$ cat config.mk
export PLATFORM = sky130hd
export DESIGN_NAME = poly_voice_stack_flat
export DESIGN_NICKNAME = d
export VERILOG_FILES = /design/src/rtl/poly_voice_stack_if.sv /design/src/rtl/poly_voice_stack.sv /design/src/flat_wrapper.sv
export SDC_FILE = /design/constraint.sdc
export NUM_CORES = 1
export LEC_CHECK = 0
export CORE_MARGIN = 3
export CORE_UTILIZATION = 40
export DETAILED_ROUTE_END_ITERATION = 8
export HOLD_SLACK_MARGIN = 0.06
export PLACE_DENSITY = 0.67
export SLEW_MARGIN = 20
export SYNTH_ARGS = -nofsm -noshare
export SYNTH_HDL_FRONTEND = slang
export SYNTH_SLANG_ARGS = --single-unit
$ cat constraint.sdc
create_clock -name clk_i -period 10 [get_ports clk_i]
set_input_delay 3 -clock clk_i [delete_from_list [all_inputs] [get_ports clk_i]]
set_output_delay 3 -clock clk_i [all_outputs]
set_load 0.1 [all_outputs]
$ cat src/rtl/poly_voice_stack_if.sv
// Note/strobe bus from the MIDI decoder into the voice stack, plus the
// oscillator, busy and PWM outputs back out to the synth top pins.
interface poly_voice_stack_if #(
  parameter int VOICES = 4
);
  logic [6:0]        note_i;
  logic              noteOnStrb_i;
  logic              noteOffStrb_i;
  logic [VOICES-1:0] oscOut_o;
  logic [VOICES-1:0] voiceActive_o;
  logic              activeOscPwm_o;

  modport master (
    output note_i, noteOnStrb_i, noteOffStrb_i,
    input  oscOut_o, voiceActive_o, activeOscPwm_o
  );

  modport slave (
    input  note_i, noteOnStrb_i, noteOffStrb_i,
    output oscOut_o, voiceActive_o, activeOscPwm_o
  );
endinterface

$ cat src/rtl/poly_voice_stack.sv
// Polyphonic voice allocator with per-voice square-wave oscillators and a
// PWM output whose duty tracks the fraction of busy voices.
module poly_voice_stack #(
  parameter int VOICES       = 4,
  parameter int STEAL_OLDEST = 1,
  parameter int DIV_BITS     = 22
) (
  input logic clk_i,
  input logic rst_i,
  poly_voice_stack_if.slave bus
);
  localparam int RW = (VOICES > 1) ? $clog2(VOICES) : 1;
  localparam int CW = $clog2(VOICES + 1);

  logic [VOICES-1:0]   active_q, active_d;
  logic [VOICES-1:0]   out_q, out_d;
  logic [6:0]          note_q [VOICES];
  logic [6:0]          note_d [VOICES];
  logic [RW-1:0]       rank_q [VOICES];
  logic [RW-1:0]       rank_d [VOICES];
  logic [DIV_BITS-1:0] hp_q   [VOICES];
  logic [DIV_BITS-1:0] hp_d   [VOICES];
  logic [DIV_BITS-1:0] cnt_q  [VOICES];
  logic [DIV_BITS-1:0] cnt_d  [VOICES];
  logic [RW-1:0]       p_q, p_d;
  logic                pwm_q, pwm_d;

  logic [3:0]          octave, semitone;
  logic [21:0]         base_hp;
  logic [DIV_BITS-1:0] hp_new;
  logic                hit, free_found, sel_valid, off_valid;
  logic [RW-1:0]       hit_idx, free_idx, steal_idx, sel_idx, prev_rank;
  logic [CW-1:0]       act_cnt;

  // Half period is resolved once at allocation so the per-voice datapath
  // only needs a counter compare, not a divider per voice.
  always_comb begin
    octave   = 4'(bus.note_i / 7'd12);
    semitone = 4'(bus.note_i % 7'd12);
    case (semitone)
      4'd0:    base_hp = 22'd3057805;
      4'd1:    base_hp = 22'd2886183;
      4'd2:    base_hp = 22'd2724196;
      4'd3:    base_hp = 22'd2571296;
      4'd4:    base_hp = 22'd2426980;
      4'd5:    base_hp = 22'd2290766;
      4'd6:    base_hp = 22'd2162196;
      4'd7:    base_hp = 22'd2040839;
      4'd8:    base_hp = 22'd1926293;
      4'd9:    base_hp = 22'd1818182;
      4'd10:   base_hp = 22'd1716135;
      4'd11:   base_hp = 22'd1619815;
      default: base_hp = 22'd0;
    endcase
    hp_new = DIV_BITS'(base_hp >> octave);
  end

  always_comb begin
    hit        = 1'b0;
    hit_idx    = '0;
    free_found = 1'b0;
    free_idx   = '0;
    steal_idx  = '0;
    for (int i = 0; i < VOICES; i++) begin
      if (!hit && active_q[i] && note_q[i] == bus.note_i) begin
        hit     = 1'b1;
        hit_idx = RW'(i);
      end
      if (!free_found && !active_q[i]) begin
        free_found = 1'b1;
        free_idx   = RW'(i);
      end
      if (rank_q[i] == RW'(VOICES - 1)) steal_idx = RW'(i);
    end
    sel_valid = 1'b0;
    sel_idx   = '0;
    if (bus.noteOnStrb_i) begin
      if (hit) begin
        sel_valid = 1'b1;
        sel_idx   = hit_idx;
      end else if (free_found) begin
        sel_valid = 1'b1;
        sel_idx   = free_idx;
      end else if (STEAL_OLDEST != 0) begin
        sel_valid = 1'b1;
        sel_idx   = steal_idx;
      end
    end
    off_valid = !bus.noteOnStrb_i && bus.noteOffStrb_i && hit;
    prev_rank = rank_q[sel_idx];
  end

  always_comb begin
    active_d = active_q;
    out_d    = out_q;
    note_d   = note_q;
    rank_d   = rank_q;
    hp_d     = hp_q;
    cnt_d    = cnt_q;
    act_cnt  = '0;
    for (int i = 0; i < VOICES; i++) begin
      act_cnt = act_cnt + CW'(active_q[i]);
      if (sel_valid) begin
        if (RW'(i) == sel_idx) rank_d[i] = '0;
        else if (rank_q[i] < prev_rank) rank_d[i] = rank_q[i] + RW'(1);
      end
      if (sel_valid && RW'(i) == sel_idx) begin
        active_d[i] = 1'b1;
        note_d[i]   = bus.note_i;
        hp_d[i]     = hp_new;
        cnt_d[i]    = '0;
        out_d[i]    = 1'b0;
      end else if (off_valid && RW'(i) == hit_idx) begin
        active_d[i] = 1'b0;
        cnt_d[i]    = '0;
        out_d[i]    = 1'b0;
      end else if (active_q[i]) begin
        if (cnt_q[i] == hp_q[i] - DIV_BITS'(1)) begin
          cnt_d[i] = '0;
          out_d[i] = ~out_q[i];
        end else begin
          cnt_d[i] = cnt_q[i] + DIV_BITS'(1);
        end
      end else begin
        cnt_d[i] = '0;
        out_d[i] = 1'b0;
      end
    end
    p_d   = (p_q == RW'(VOICES - 1)) ? '0 : p_q + RW'(1);
    pwm_d = CW'(p_q) < act_cnt;
  end

  // Reset ranks make voice 0 the oldest, so fresh steals start at voice 0.
  always_ff @(posedge clk_i or posedge rst_i) begin
    if (rst_i) begin
      active_q <= '0;
      out_q    <= '0;
      p_q      <= '0;
      pwm_q    <= 1'b0;
      for (int i = 0; i < VOICES; i++) begin
        note_q[i] <= '0;
        rank_q[i] <= RW'(VOICES - 1 - i);
        hp_q[i]   <= '0;
        cnt_q[i]  <= '0;
      end
    end else begin
      active_q <= active_d;
      out_q    <= out_d;
      p_q      <= p_d;
      pwm_q    <= pwm_d;
      for (int i = 0; i < VOICES; i++) begin
        note_q[i] <= note_d[i];
        rank_q[i] <= rank_d[i];
        hp_q[i]   <= hp_d[i];
        cnt_q[i]  <= cnt_d[i];
      end
    end
  end

  assign bus.oscOut_o       = out_q;
  assign bus.voiceActive_o  = active_q;
  assign bus.activeOscPwm_o = pwm_q;
endmodule
$ cat src/flat_wrapper.sv
// flat-port wrapper written by rule: the top's interface ports become plain ports
module poly_voice_stack_flat 
#(
  parameter int VOICES       = 4,
  parameter int STEAL_OLDEST = 1,
  parameter int DIV_BITS     = 22
)
  (clk_i, rst_i, bus_note_i, bus_noteOnStrb_i, bus_noteOffStrb_i, bus_oscOut_o, bus_voiceActive_o, bus_activeOscPwm_o);
  poly_voice_stack_if #(.VOICES(VOICES)) bus_i ();
  input logic clk_i;
  input logic rst_i;
  input wire logic [$bits(bus_i.note_i)-1:0] bus_note_i;
  input wire logic [$bits(bus_i.noteOnStrb_i)-1:0] bus_noteOnStrb_i;
  input wire logic [$bits(bus_i.noteOffStrb_i)-1:0] bus_noteOffStrb_i;
  output wire logic [$bits(bus_i.oscOut_o)-1:0] bus_oscOut_o;
  output wire logic [$bits(bus_i.voiceActive_o)-1:0] bus_voiceActive_o;
  output wire logic [$bits(bus_i.activeOscPwm_o)-1:0] bus_activeOscPwm_o;
  assign bus_i.note_i = bus_note_i;
  assign bus_i.noteOnStrb_i = bus_noteOnStrb_i;
  assign bus_i.noteOffStrb_i = bus_noteOffStrb_i;
  assign bus_oscOut_o = bus_i.oscOut_o;
  assign bus_voiceActive_o = bus_i.voiceActive_o;
  assign bus_activeOscPwm_o = bus_i.activeOscPwm_o;
  poly_voice_stack #(.VOICES(VOICES), .STEAL_OLDEST(STEAL_OLDEST), .DIV_BITS(DIV_BITS)) u_core (.clk_i(clk_i), .rst_i(rst_i), .bus(bus_i));
endmodule
; ---- After elaboration in Yosys (flattened, before gate mapping)
; Memories as Yosys holds them, arrays and structs flattened.
; Index checks and enable logic that the tools add are counted.
; W data, S select, Z words.
[classes]
add_sub_neg = 16
div = 2
order_cmp = 6
eq_ne = 22
n_shift = 1
muxes = 73
bitwise = 5
reduce_logical = 43
[ops]
columns = op, n
row1 = $mux W22, 16
row2 = $add A22 B1 Y22 const B, 4
row3 = $eq A22 B22 Y1, 4
row4 = $sub A22 B1 Y22 const B, 4
row5 = $mux W2, 20
row6 = $mux W1, 36
row7 = $eq A7 B7 Y1, 4
row8 = $shr A22 B4 Y22, 1
row9 = $logic_and A1 B1 Y1, 20
row10 = $ne A4 B4 Y1 const B, 4
row11 = $reduce_bool A2 Y1, 8
row12 = $add A2 B1 Y2 const B, 5
row13 = $logic_not A1 Y1, 9
row14 = $eq A2 B2 Y1 const A, 4
row15 = $eq A2 B2 Y1 const B, 4
row16 = $lt A2 B2 Y1, 4
row17 = $reduce_and A2 Y1, 4
row18 = $div A7 B4 Y7 const B, 1
row19 = $mod A7 B4 Y7 const B, 1
row20 = $add A3 B1 Y3, 2
row21 = $bmux W2 S2, 1
row22 = $eq A1 B2 Y1 const A, 2
row23 = $logic_not A2 Y1, 2
row24 = $not A1 Y1, 4
row25 = 4 further kinds, 4
[word_totals]
register_bits = 223
romBits = 352
elab_cells = 195
memories = 1
[memory_table]
columns = memory, words, width, rd, rd_ports_with_merged_regs, wr, line
row1 = (name not given), 16, 22, 1, 0, 0, poly_voice_stack.sv:40  ; case (semitone)

; ---- Logic depth before layout (Yosys ltp)
[logic_depth]
ltp_word = 24
mapped_depth = 16

; ---- Least setup slack after synthesis
; Ideal clock, no wire load.
[synth_timing]
path_type = input to register
from = input bus_note_i[1]
to = register u_core.hp_q[28] (netlist name)
setup_ps = 125
arrival_time_ps = 6144
required_ps = 9875
path_slack_ps = 3731
cell_stages = 14
n_path_buf = 2
path_cell_list = clkbuf_1 clkinv_1 ha_1 nand4bb_1 a211o_1 buf_6 nand2_1 a221o_1 a21oi_1 o21ai_2 a211o_1 and2_0 mux4_2 mux2_2
[synth_via]
elab_chain_len = 19
elab_cells_between_ends = 29
classes_between = 2 x div / 5 x eq/ne / 1 x shift / 9 x mux / 11 x reduce/logical / 1 x memory
[synth_lines]
columns = element, line
row1 = "start, declared", flat_wrapper.sv:12  ; input wire logic [$bits(bus_i.note_i)-1:0] bus_note_i;
row2 = "parallel branches: the longest is 19 deep, another holds $mem_v2 Z16 W22", -
row3 = "end signal, assigned by index", poly_voice_stack.sv:154  ; hp_q[i] <= hp_d[i];
row4 = "end, declared", poly_voice_stack.sv:21  ; logic [DIV_BITS-1:0] hp_q [VOICES];
; Parallel ways; which one is timed is not known.
; A chain may end at the register's enable or synchronous reset.

; ---- Final worst setup path
[layout_timing]
from = input bus_note_i[5]
to = register u_core.hp_q[38] (netlist name)
; The elaborated chain is that of the path after synthesis.

==> flow_summary.json <==
{
  "antenna_cells": 0,
  "setup_violations": 0,
  "dpl.cell_count": 2198,
  "min-delay-start": "u_core.p_q[0]$_DFF_PP0_",
  "grt_overflow": 0,
  "port_buffers": 19,
  "rows": 70,
  "fillers": 3669,
  "fin_tns_setup_ps": 0,
  "holdPathStages": 1,
  "cts_sinks": 223,
  "num-nets-final": 1759,
  "cts_setup_buffers": 0,
  "synth_seq_area_share": 0.3659,
  "irDropWorstVdd_mv": 0.1341,
  "grt_start_max_net_pins": 97,
  "cts_resized": 0,
  "fp.dieW_microns": 201.4,
  "critPathLaunchType": "primary input",
  "core_sq_mm": 0.03714,
  "synth_edf_count": 0,
  "synthArstFlopShare": 1.000,
  "min_to": "u_core.p_q[0]$_DFF_PP0_",
  "vias_per_cell": 5.898,
  "die_h_microns": 201.4,
  "drt_pass1_iterations": 7,
  "fin_util": 0.4507,
  "run_status": "finished, final reports clean",
  "placed_cell_area_sq_mm": 0.01582,
  "r2r-end": "u_core.cnt_q[77]$_DFF_PP0_",
  "stdcell_area_sq_mm": 0.01674,
  "cts_buffers": 25,
  "synth_flop_cell": "dfrtp_1",
  "ant_nets": 0,
  "ff2ff_setup_slack_ps": 6030,
  "whs_ps": 471.1,
  "ios": 20,
  "route.detailed.drc": 0,
  "cts_hold_buf": 0,
  "max-clock-path-buffers": 3,
  "syn_nets": 1786,
  "powerDensity_mw_per_mm2": 261.1,
  "crit_path_end_kind": "flop",
  "cts_max_level": 1,
  "dieArea_sq_mm": 0.04054,
  "timing_hold_violations_final": 0,
  "hp-class": "reg -> reg",
  "period_minus_slack_ps": 8153,
  "period_share": 0.8153,
  "netlist_area_sq_mm": 0.01527,
  "drive_gt1_frac": 0.1001,
  "syn_inst": 1748,
  "p_leak_nw": 6.803,
  "synth_cell_type_count": 104,
  "final_cell_mix": "219 x dfrtp_1, 191 x nand2_1, 186 x nor2_1, 119 x xnor2_1, 102 x o21ai_0",
  "cp.buffers_inverters": 1,
  "dpl.hpwl_microns": 30740,
  "post_drt_wl_per_cell_microns": 19.17,
  "r2r_start": "u_core.rank_q[2]$_DFFE_PP1P_",
  "post_layout_nonfiller_instances": 2242,
  "required_ps": 10370,
  "grt_pass1_wl_microns": 70190,
  "syn2layout_area_growth_pct": 9.647,
  "critPathKind": "in -> reg",
  "drtIter0Drc": 1180,
  "max_slew.worst_pin.slew_ps": 1067,
  "cp_slowest_stage_delay_ps": 1090,
  "initial_core_util": 0.4111,
  "worstPathCellList": "clkdlybuf4s50_1 -> ha_1 -> nand2b_1 -> a32oi_1 -> a32o_2 -> o21ai_2 -> nand2_1 -> a311oi_1 -> a211oi_2 -> a21oi_1 -> nand2b_1 -> o21ai_0",
  "maxSlewHeadroom": 0.2868,
  "max_freq_ghz": 0.1227,
  "finalMaxSlewViolations": 0,
  "cts_tree": "built",
  "cts_root_buffer": "clkbuf_16",
  "grt_pass1_vias": 12880,
  "avgSynthCellArea_sq_um": 8.733,
  "yosysWarnings": 0,
  "clk_latency_ps": 550,
  "worst-path-max-fanout": 23,
  "rsz0062_at_grt": "false",
  "crit_arrival_ps": 8530,
  "clk_pin_slew_ps": 60,
  "gp_congestion": 0.9263,
  "crit_path_frequent_cell": "nand2b_1",
  "via_count": 13220,
  "grt_usage": 0.2077,
  "clock_skew_ps": 34.71,
  "drv_cap": 0,
  "mostFrequentLayoutCell": "dfrtp_1",
  "ys_seq_elements": 223,
  "worst_path_dominant_cell_family": "compound AO/OA/AOI/OAI gates",
  "reg2regPathDepth": 11,
  "path_depth": 12,
  "cp_slowest_cell": "clkdlybuf4s50_1",
  "antenna_found_initial": 0,
  "routed_wirelength_microns": 42990
}
==> stage by stage <==
stage | power, mW | setup slack (ps)
2_1_floorplan | 2.845 | 900.5
3_3_place_gp | 3.271 | 1597
3_5_place_dp | 3.334 | 1455
4_1_cts | 4.376 | 2025
5_1_grt | 4.678 | 1574
6_report | 4.371 | 1847
==> routing by layer <==
metal	vias up	global-route usage	routed length, microns
li1	6228	-	-
met1	6520	0.2893	19680
met2	393	0.3462	19870
met3	82	0.02039	2195
met4	0	0.05806	1240
met5	-	0	0
==> report_power, final <==
part	internal [mW]	switching (mW)	total, mW
registers	1.17	0.370	1.54
clock network	0.648	0.383	1.03
logic	0.745	1.05	1.80
total	2.56	1.81	4.37
==> cells by family after synthesis <==
family / count (synthesis) / synth area share
AND/OR/NAND/NOR: 692 / 0.2193
AO/OA/AOI/OAI: 384 / 0.1784
flip-flops: 223 / 0.3659
XOR/XNOR: 218 / 0.1251
buffers and inverters: 138 / 0.03991
multiplexers: 66 / 0.04877
adder cells (fa/ha/maj): 27 / 0.02262
==> registers in the layout, indices dropped and copies added, names as in the netlist <==
name / cells
u_core.hp_q: 88
u_core.rank_q: 8
u_core.bus.activeOscPwm_o: 1
u_core.cnt_q: 88
u_core.bus.voiceActive_o: 4
u_core.bus.oscOut_o: 4
u_core.note_q: 28
u_core.p_q: 2
==> worst reg2reg max path: stages (launching register included) <==
cell and delay [ps]:
dfstp_2 580, ha_1 210, inv_1 50, a21oi_1 150
o22ai_1 100, o22ai_1 280, a21oi_1 210, nor2_1 260
nand2_1 670, nand3_1 560, or2_1 660, nor2_1 130
==> Yosys cell counts (all sizes together), types with 25 or more instances <==
cell	n	area, sq um
xnor2	119	1042
a211oi	25	232.7
clkbuf	56	211.5
mux2	51	578.1
inv	44	165.2
nor3	61	310.3
xor2	99	867.1
ha	26	325.3
nand3	64	325.3
o21ai	108	551.8
and3	29	181.4
nand2	193	724.4
nand4	33	206.5
buf	37	229.0
a21oi	52	279.0
nor2	191	734.4
dfrtp	219	5480
==> how the worst max path moves through the flow <==
stage | endpoint | startpoint | slack, ps
floorplan | u_core.bus.activeOscPwm_o$_DFF_PP0_ | rst_i | 900
global placement | u_core.hp_q[16]$_DFFE_PP0P_ | bus_note_i[5] | 1600
detailed placement | u_core.hp_q[82]$_DFFE_PP0P_ | bus_note_i[5] | 1460
CTS | u_core.hp_q[82]$_DFFE_PP0P_ | bus_note_i[5] | 2020
global route | u_core.hp_q[31]$_DFFE_PP0P_ | bus_note_i[5] | 1570
finish | u_core.hp_q[38]$_DFFE_PP0P_ | bus_note_i[5] | 1850
==> area by class of cell <==
cell class | instances | area (sq um) | share of cell area
multi-input combinational | 1387 | 9087 | 0.5429
tap | 504 | 630.6 | 0.03767
timing repair buffer | 39 | 340.3 | 0.02033
clock buffer | 32 | 701.9 | 0.04193
sequential | 223 | 5585 | 0.3337
clock inverter | 12 | 216.5 | 0.01293
inverter | 45 | 176.4 | 0.01054
No activity file was read; power rests on OpenSTA's default activity.
